File: config.mk
export PLATFORM = sky130hd
export DESIGN_NAME = pipe_stage_ctrl
export DESIGN_NICKNAME = d
export VERILOG_FILES = /design/src/rtl/pipe_stage_ctrl.sv
export SDC_FILE = /design/constraint.sdc
export NUM_CORES = 1
export LEC_CHECK = 0
export ABC_AREA = 0
export CORE_MARGIN = 2
export CORE_UTILIZATION = 48
export DETAILED_ROUTE_END_ITERATION = 6
export PLACE_DENSITY_LB_ADDON = 0.15
export SLEW_MARGIN = 10
export SYNTH_ARGS = -nofsm -noshare
export SYNTH_HDL_FRONTEND = slang
export SYNTH_SLANG_ARGS = --single-unit
File: constraint.sdc
create_clock -name clk_i -period 5.45 [get_ports clk_i]
set_clock_uncertainty 0.05 [all_clocks]
set_input_delay 1.09 -clock clk_i [delete_from_list [all_inputs] [get_ports clk_i]]
set_output_delay 1.09 -clock clk_i [all_outputs]
set_load 0.01 [all_outputs]
File: src/rtl/pipe_stage_ctrl.sv
// Stage sequencer for an N-stage in-order pipeline: per-stage clear/enable/valid,
// a debug run/halt/step FSM, whole-pipe freeze on ext_busy and a retired-instruction counter.
module pipe_stage_ctrl #(
  parameter int NUM_STAGES  = 5,
  parameter int STALL_STAGE = 1,
  parameter int FLUSH_DEPTH = 1,
  parameter int CNT_W       = 32
) (
  input  logic                  clk_i,
  input  logic                  rst_i,
  input  logic                  debug_en_i,
  input  logic                  debug_step_i,
  input  logic                  stall_req_i,
  input  logic                  flush_req_i,
  input  logic                  ext_busy_i,
  output logic [NUM_STAGES-1:0] stage_rst_o,
  output logic [NUM_STAGES-1:0] stage_en_o,
  output logic [NUM_STAGES-1:0] stage_valid_o,
  output logic                  halted_o,
  output logic [CNT_W-1:0]      retire_cnt_o
);

  if ((STALL_STAGE + 1 >= NUM_STAGES) || (FLUSH_DEPTH >= NUM_STAGES) || (FLUSH_DEPTH < 1))
  begin : g_bad_params
    $error("pipe_stage_ctrl: illegal STALL_STAGE/FLUSH_DEPTH for NUM_STAGES");
  end

  typedef enum logic [1:0] {RUN, HALT, STEP} state_e;

  state_e                 state_q;
  logic                   halted_q;
  logic                   sync1_q, sync2_q, prev_q;
  logic                   step_pulse;
  logic                   adv;
  logic [NUM_STAGES-1:0]  valid_q, valid_d;
  logic [CNT_W-1:0]       retire_q, retire_d;

  assign step_pulse = sync2_q & ~prev_q;
  assign adv        = ~rst_i & ~ext_busy_i & ((state_q == RUN) | (state_q == STEP));

  always_comb begin
    stage_en_o  = '0;
    stage_rst_o = '0;
    valid_d     = valid_q;
    retire_d    = retire_q;
    if (rst_i) begin
      stage_rst_o = '1;
    end else if (adv) begin
      stage_en_o = '1;
      valid_d    = {valid_q[NUM_STAGES-2:0], 1'b1};
      if (valid_q[NUM_STAGES-1]) retire_d = retire_q + CNT_W'(1);
      if (stall_req_i) begin
        // Hold the front of the pipe and inject a bubble right behind it.
        for (int i = 0; i <= STALL_STAGE; i++) begin
          stage_en_o[i] = 1'b0;
          valid_d[i]    = valid_q[i];
        end
        stage_rst_o[STALL_STAGE+1] = 1'b1;
        valid_d[STALL_STAGE+1]     = 1'b0;
      end else if (flush_req_i) begin
        for (int i = 1; i <= FLUSH_DEPTH; i++) begin
          stage_rst_o[i] = 1'b1;
          valid_d[i]     = 1'b0;
        end
      end
    end
  end

  always_ff @(posedge clk_i) begin
    if (rst_i) begin
      sync1_q <= 1'b0;
      sync2_q <= 1'b0;
      prev_q  <= 1'b0;
    end else begin
      sync1_q <= debug_step_i;
      sync2_q <= sync1_q;
      prev_q  <= sync2_q;
    end
  end

  always_ff @(posedge clk_i) begin
    if (rst_i) begin
      valid_q  <= '0;
      retire_q <= '0;
    end else begin
      valid_q  <= valid_d;
      retire_q <= retire_d;
    end
  end

  // A pending step sits in STEP until the pipe actually advances once.
  always_ff @(posedge clk_i) begin
    if (rst_i) begin
      state_q  <= RUN;
      halted_q <= 1'b0;
    end else begin
      case (state_q)
        RUN: begin
          if (debug_en_i) begin
            state_q  <= HALT;
            halted_q <= 1'b1;
          end
        end
        HALT: begin
          if (!debug_en_i) begin
            state_q  <= RUN;
            halted_q <= 1'b0;
          end else if (step_pulse) begin
            state_q  <= STEP;
            halted_q <= 1'b0;
          end
        end
        STEP: begin
          if (adv) begin
            state_q  <= debug_en_i ? HALT : RUN;
            halted_q <= debug_en_i;
          end
        end
        default: begin
          state_q  <= RUN;
          halted_q <= 1'b0;
        end
      endcase
    end
  end

  assign stage_valid_o = valid_q;
  assign halted_o      = halted_q;
  assign retire_cnt_o  = retire_q;

endmodule

==> results.md, run 1 <==
* Status: finished clean
* Starting density of the core at 0.507
* Critical Path Start: ext_busy_i
* PortBufs at 54
* Peak VDD IR at 0.140 mV
* Synth warn at 0
* Reg clk slew, reported paths at 70 ps
* Grt ovf at 0
* Worst setup EP type: output pin
* Pint at 0.000420 W
* Setup_tns at 0 ps
* Min cycle time layout at 4250 ps
* CP cell instances: clkdlybuf4s50_1 > or3_1 > nor2_1 > a21o_1 > clkdlybuf4s50_1
* Fmax achieved at 235 MHz
* Max Slew Vio Count at 0
* Later-pin clock latency in the skew report at 300 ps
* First-pass GRT wire length at 7.98 mm
* Die Ht at 69.7 um
* Clk sinks at 43
* # Post-CTS Setup Buffers at 0
* R2r setup slk at 2920 ps
* Die width at 69.7 um
* P_leak at 0.835 nW
* Sw power at 0.000126 W
* HP Class: register to register
* First-pass iteration count of the detailed router at 4
* Pin count of the biggest net entering global routing at 56
* Cts hold-fix bufs at 0
* Total GRT Usage at 0.197
* Place WS at 1200 ps
* Area Overhead vs Synth at 27.1%
* Most used cell, CP: clkdlybuf4s50_1
* P per Cell Area at 208 nW/um2
* Vias at 1928
* Critical Path End: stage_rst_o[1]
* N_diodes at 0
* CTS Buf Count at 5
* CP peak stage delay at 580 ps
* Vias in the first global route at 1708
* Sequential share of the synthesized area at 0.416
* Via/cell ratio at 5.74
* Setup ws final at 1200 ps
* Busiest grt layer: met2
* Synth unique cells at 37
* Largest area contributor in the netlist: dfxtp_1
* Syn nets at 255
* Layout fillers at 373
* Clk buf depth at 2
* Tcrit/Tclk final at 0.780
* Worst-Margin Slew at 638 ps
* Top-area cell type share of the netlist area at 0.416
* Avg WL per Cell at 13.9 um
* RSZ-0062 raised after global routing: no
* DIE AREA at 4860 um2
* Crit path DAT at 3110 ps
* Crit-path max FO at 12
* DR iter-0 viols at 182
* Proportion of power drawn by the clock network at 0.348
* Final WL at 4.66 mm
* Reg2reg end: retire_cnt_o[22]
* I/O Pins at 55
* Max-cap violations at 0
* Worst r2r src: retire_cnt_o[0]
* Syn_area_per_cell at 8.38 um2
* Req. time, crit path at 4310 ps
* M2 GR Usage at 0.304
* Row count at 23
* Reg2Reg Depth at 5
* Seq pwr share at 0.585
* Post-DP HPWL at 3.13 mm
* GRT met3 Usage at 0.0509
* Number of H-tree levels at 2
* CP max-delay cell: or3_1
* Core area at 4090 um2
* Final ANT Viol Nets at 0
* TritonCTS clock tree: done
* Routability congestion estimate at 0.726
* Mapped Area at 2070 um2
* Fin. Hold Viols at 0
* CTS root buf: clkbuf_8
* Crit path kind: input port to output pin
* Resized cells post-CTS at 0
* Initial antenna violation count at 0
* Largest cells by area after synthesis: dfxtp_1 (42%), a21oi_1 (5.8%), or4_1 (4.7%)
* Setup violators final at 0
* FF+latch count, synth at 43
* Max_slew headroom at 0.569
* Share of post-route cells with drive strength above 1 at 0.0420
* Comb pwr share at 0.067
* Final layout net count at 295
* Power, Total at 0.000546 W
* Startpoint types: input port
* Drt drc at 0
* Met1 Use GR at 0.271
* Syn Inst Count at 247
* Switching part of the total at 0.231
worst min-delay path by stage:
stage                     cells after the start  slack, ps      end    start
after CTS                                     1        400  sync2_q  sync1_q
after floorplan                               1        360  sync2_q  sync1_q
after global routing                          1        410  sync2_q  sync1_q
after global placement                        1        370  sync2_q  sync1_q
after detailed placement                      1        380  sync2_q  sync1_q
final                                         1        390  sync2_q  sync1_q
power groups by stage:
| stage | clock network (W) | registers [W] | logic (W) |
|---|---|---|---|
| floorplan | 0 | 0.000326 | 0.0000225 |
| global placement | 0 | 0.000327 | 0.0000362 |
| detailed placement | 0 | 0.000327 | 0.0000363 |
| CTS | 0.000194 | 0.000320 | 0.0000366 |
| global route | 0.000207 | 0.000320 | 0.0000394 |
| finish | 0.000190 | 0.000320 | 0.0000365 |
cells in the mapped netlist (all sizes together):
cell	instances
xnor2	5
nor2b	9
inv	5
and3	2
a31oi	1
nand3b	2
a21o	2
dfxtp	43
clkbuf	10
mux2i	1
a21oi	24
or4	13
nor4	1
o21a	1
nand2	14
nor3	9
and2	1
nor2	17
buf	12
nand3	14
or3	11
ha	1
mux2	5
o21ai	12
nor4b	1
or4b	1
o221a	1
nand4	10
o22ai	1
xor2	4
o31ai	9
and4	5
registers in the layout, summed over array words and instances (netlist names):
| register | flops |
|---|---|
| sync2_q | 1 |
| stage_valid_o | 5 |
| sync1_q | 1 |
| prev_q | 1 |
| retire_cnt_o | 32 |
| halted_o | 1 |
| state_q | 2 |
cell usage in the layout, fill, tap and decap left out, drive strengths merged:
cell           netlist  routed
nor4b                1       1
or4b                 1       1
o21a                 1       1
and2                 1       1
dfxtp               43      43
nor2                17      17
nor3                 9       9
o31ai                9       9
o221a                1       1
clkdlybuf4s50        0      53
nand2               14      14
a21oi               24      24
nor4                 1       1
nor2b                9       9
inv                  5       5
o21ai               12      12
mux2i                1       1
xnor2                5       5
or3                 11      11
buf                 12       2
a31oi                1       1
or4                 13      13
and4                 5       5
xor2                 4       4
ha                   1       1
nand3               14      14
o22ai                1       1
clkbuf              10       6
and3                 2       2
a21o                 2       2
nand4               10      10
mux2                 5       5
nand3b               2       2
layer usage:
layer / up-vias / wire length [um]
met2: 45 / 2090
met5: - / 0
met4: 0 / 50
met1: 902 / 2290
li1: 976 / -
met3: 5 / 227
logic make-up (layout without fill, tap and decap cells):
kind of cell,count (synthesis),in the layout,share of synthesized area
simple gates,110,110,0.301
compound gates,51,51,0.142
flops,43,43,0.416
buf+inv,27,66,0.0653
xor+xnor,9,9,0.0381
mux,6,6,0.0320
fa+ha+maj,1,1,0.00604
through the flow:
stage	cell area, um2	util	hold WS (ps)	std cells
4_1_cts	2630	0.644	397	336
2_1_floorplan	2070	-	364	247
3_3_place_gp	2560	0.626	370	330
6_report	2630	0.644	392	336
5_1_grt	2630	0.644	405	336
3_5_place_dp	2560	0.626	379	330
cell type report:
class,count,area (um2),area share
repair buffers,55,543,0.206
multi-input cells,177,1070,0.408
inverters,5,18.8,0.00713
clock buffers,6,72.6,0.0276
flip-flops and latches,43,861,0.327
well taps,50,62.6,0.0238
worst max-delay path, delay by kind of cell:
| family | cells | cell delay, ps |
|---|---|---|
| simple gates | 2 | 810 |
| compound gates | 1 | 140 |
| buf+inv | 2 | 1080 |
(Power assumes the default switching activity.)
==> run 2, diff against run 1 <==
--- a/config.mk
+++ b/config.mk
@@ -7,7 +7,7 @@
 export LEC_CHECK = 0
 export ABC_AREA = 0
 export CORE_MARGIN = 2
-export CORE_UTILIZATION = 48
+export CORE_UTILIZATION = 43
 export DETAILED_ROUTE_END_ITERATION = 6
 export PLACE_DENSITY_LB_ADDON = 0.15
 export SLEW_MARGIN = 10
==> constraint.sdc (replaced) <==
create_clock -name clk_i -period 3.65 [get_ports clk_i]
set_clock_uncertainty 0.05 [all_clocks]
set_input_delay 0.73 -clock clk_i [delete_from_list [all_inputs] [get_ports clk_i]]
set_output_delay 0.73 -clock clk_i [all_outputs]
set_load 0.01 [all_outputs]
==> run 2 against run 1 <==
Against the previous run:
- sequential share of layout area decreased by 0.58 points
- clock-buffer cell count increased by 2
- global-route usage decreased by 1.5 points
- flip-flop and latch count unchanged
- clock power increased by 73%
- die area increased by 11%
- via count increased by 0.67%
- core utilization decreased by 7.3 points
- worst setup slack got worse by 890 ps
- register-to-register slack got worse by 1800 ps
- critical path type unchanged
- critical endpoint unchanged
- highest routed layer unchanged
==> results.md, run 2 (same netlist as run 1, synthesis figures left out) <==
* Max-cap violations at 0 (unchanged)
* Resized cells post-CTS at 0 (unchanged)
* Final WL at 4.75 mm (+1.8%)
* Worst setup EP type: output pin
* Commonest non-fill, non-tap cell in the layout: clkdlybuf4s50_1
* RSZ-0062 raised after global routing: no
* Min cycle time layout at 3350 ps
* Post-DP HPWL at 3.28 mm (+4.7%)
* Vias in the first global route at 1765 (+3.3%)
* Commonest cells after routing, fill and taps aside: clkdlybuf4s50_1 (53), dfxtp_1 (43), a21oi_1 (24)
* Layout fillers at 447 (+20%)
* DIE AREA at 5390 um2 (+11%)
* Req. time, crit path at 2870 ps (-1440 ps)
* Finished Layout Cells at 344 (+2.4%)
* Setup_tns at 0 ps (unchanged)
* TritonCTS clock tree: done
* Tcrit/Tclk final at 0.917
* DR iter-0 viols at 105 (-42%)
* Status: finished clean
* First-pass iteration count of the detailed router at 4 (unchanged)
* Grt ovf at 0 (unchanged)
* Worst path bufs/invs at 2 (unchanged)
* Max FFs per register at 32 (unchanged)
* Via/cell ratio at 5.64 (-1.7%)
* Avg WL per Cell at 13.8 um (-0.54%)
* CTS root buf: clkbuf_8
* Max_slew headroom at 0.552 (-0.0172)
* Cts hold-fix bufs at 0 (unchanged)
* HP Class: register to register
* Routability congestion estimate at 0.756 (+4.1%)
* Vias at 1941 (+0.67%)
* N_diodes at 0 (unchanged)
* CTS Buf Count at 5 (unchanged)
* Starting density of the core at 0.441 (-0.0654)
* CP peak stage delay at 520 ps (-60 ps)
* P per Cell Area at 322 nW/um2 (+55%)
* Clk sinks at 43 (unchanged)
* Initial antenna violation count at 0 (unchanged)
* Startpoint types: input port
* Die Ht at 73.4 um (+5.3%)
* Share of post-route cells with drive strength above 1 at 0.0552 (+0.0132)
* Area post-placement at 2580 um2 (+0.78%)
* Crit-path max FO at 12 (unchanged)
* Max Slew Vio Count at 0 (unchanged)
* # Post-CTS Setup Buffers at 0 (unchanged)
* PortBufs at 54 (unchanged)
* Area Overhead vs Synth at 29.4%
* Row count at 25 (+8.7%)
* Worst-Margin Slew at 663 ps (+25.4 ps)
* P_leak at 0.859 nW (+2.9%)
* I/O Pins at 55 (unchanged)
* Die width at 73.4 um (+5.3%)
* CP max-delay cell: or3_1
* First-pass GRT wire length at 7.79 mm (-2.3%)
* Final ANT Viol Nets at 0 (unchanged)
* Top delay family on crit path: buffers and inverters
* Crit path kind: input port to output pin
* Setup violators final at 0 (unchanged)
* Total GRT Usage at 0.181 (-0.0154)
* Pin count of the biggest net entering global routing at 30 (-46%)
* Peak VDD IR at 0.162 mV (+16%)
* Placed insts at 336 (+1.8%)
* Fmax achieved at 299 MHz
* Later-pin clock latency in the skew report at 290 ps (about the same)
* Core area at 4690 um2 (+15%)
* CP cell instances: clkdlybuf4s50_1 > or3_1 > nor2_1 > a21o_1 > clkdlybuf4s50_1
* Clk buf depth at 2 (unchanged)
* Reg clk slew, reported paths at 70 ps (about the same)
* Final instance area at 2680 um2 (+1.8%)
* Drt drc at 0 (unchanged)
* Most used cell, CP: clkdlybuf4s50_1
* Number of H-tree levels at 2 (unchanged)
* Crit path DAT at 2570 ps (-540 ps)
* Fin. Hold Viols at 0 (unchanged)
* Final layout net count at 297 (+0.68%)
[run 2: changes by cell type in the layout (fill, tap and decap cells not counted), sizes merged]
cell,previous run,this run
buf,2,4
clkbuf,6,8
[run 2: worst paths after layout]
path | from | end | slack, ps | depth (start not counted)
hold / removal | sync1_q | sync2_q | 400 | 1
hold reg to reg | sync1_q | sync2_q | 400 | 1
setup / recovery | ext_busy_i | stage_rst_o[1] | 300 | 5
setup reg to reg | retire_cnt_o[0] | retire_cnt_o[22] | 1150 | 5
[run 2: final cells by class]
| cell class | instances | area [um2] | area share |
|---|---|---|---|
| multi-input combinational | 177 | 1070 | 0.401 |
| sequential | 43 | 861 | 0.321 |
| timing repair buffer | 57 | 558 | 0.208 |
| clock buffer | 8 | 100 | 0.0373 |
| tap | 54 | 67.6 | 0.0252 |
| inverter | 5 | 18.8 | 0.00700 |
[run 2: report_power, final]
group	leakage [nW]	total [W]	internal [W]	switching (W)
registers	0.347	0.000477	0.000473	0.00000414
logic	0.460	0.0000561	0.0000278	0.0000283
clock network	0.0515	0.000329	0.000173	0.000156
[run 2: per-layer routing]
metal | GRT usage | part of all wire | vias up
met5 | 0 | 0 | -
met4 | 0.0485 | 0.0057 | 0
met3 | 0.0412 | 0.044 | 2
met2 | 0.296 | 0.45 | 53
met1 | 0.242 | 0.50 | 905
li1 | - | - | 981
[run 2: through the flow]
stage / util / worst slack, ps / hold WS (ps) / total power, W
2_1_floorplan: - / 939 / 364 / 0.000521
3_3_place_gp: 0.550 / 355 / 370 / 0.000545
3_5_place_dp: 0.550 / 313 / 386 / 0.000544
4_1_cts: 0.571 / 296 / 405 / 0.000872
5_1_grt: 0.571 / 257 / 418 / 0.000904
6_report: 0.571 / 302 / 398 / 0.000863
[run 2: worst register-to-register path: stages (launching register included)]
cell and delay, ps:
dfxtp_1 400, ha_1 220, or4b_4 480, or4_1 670, nor3_1 240, mux2_1 330
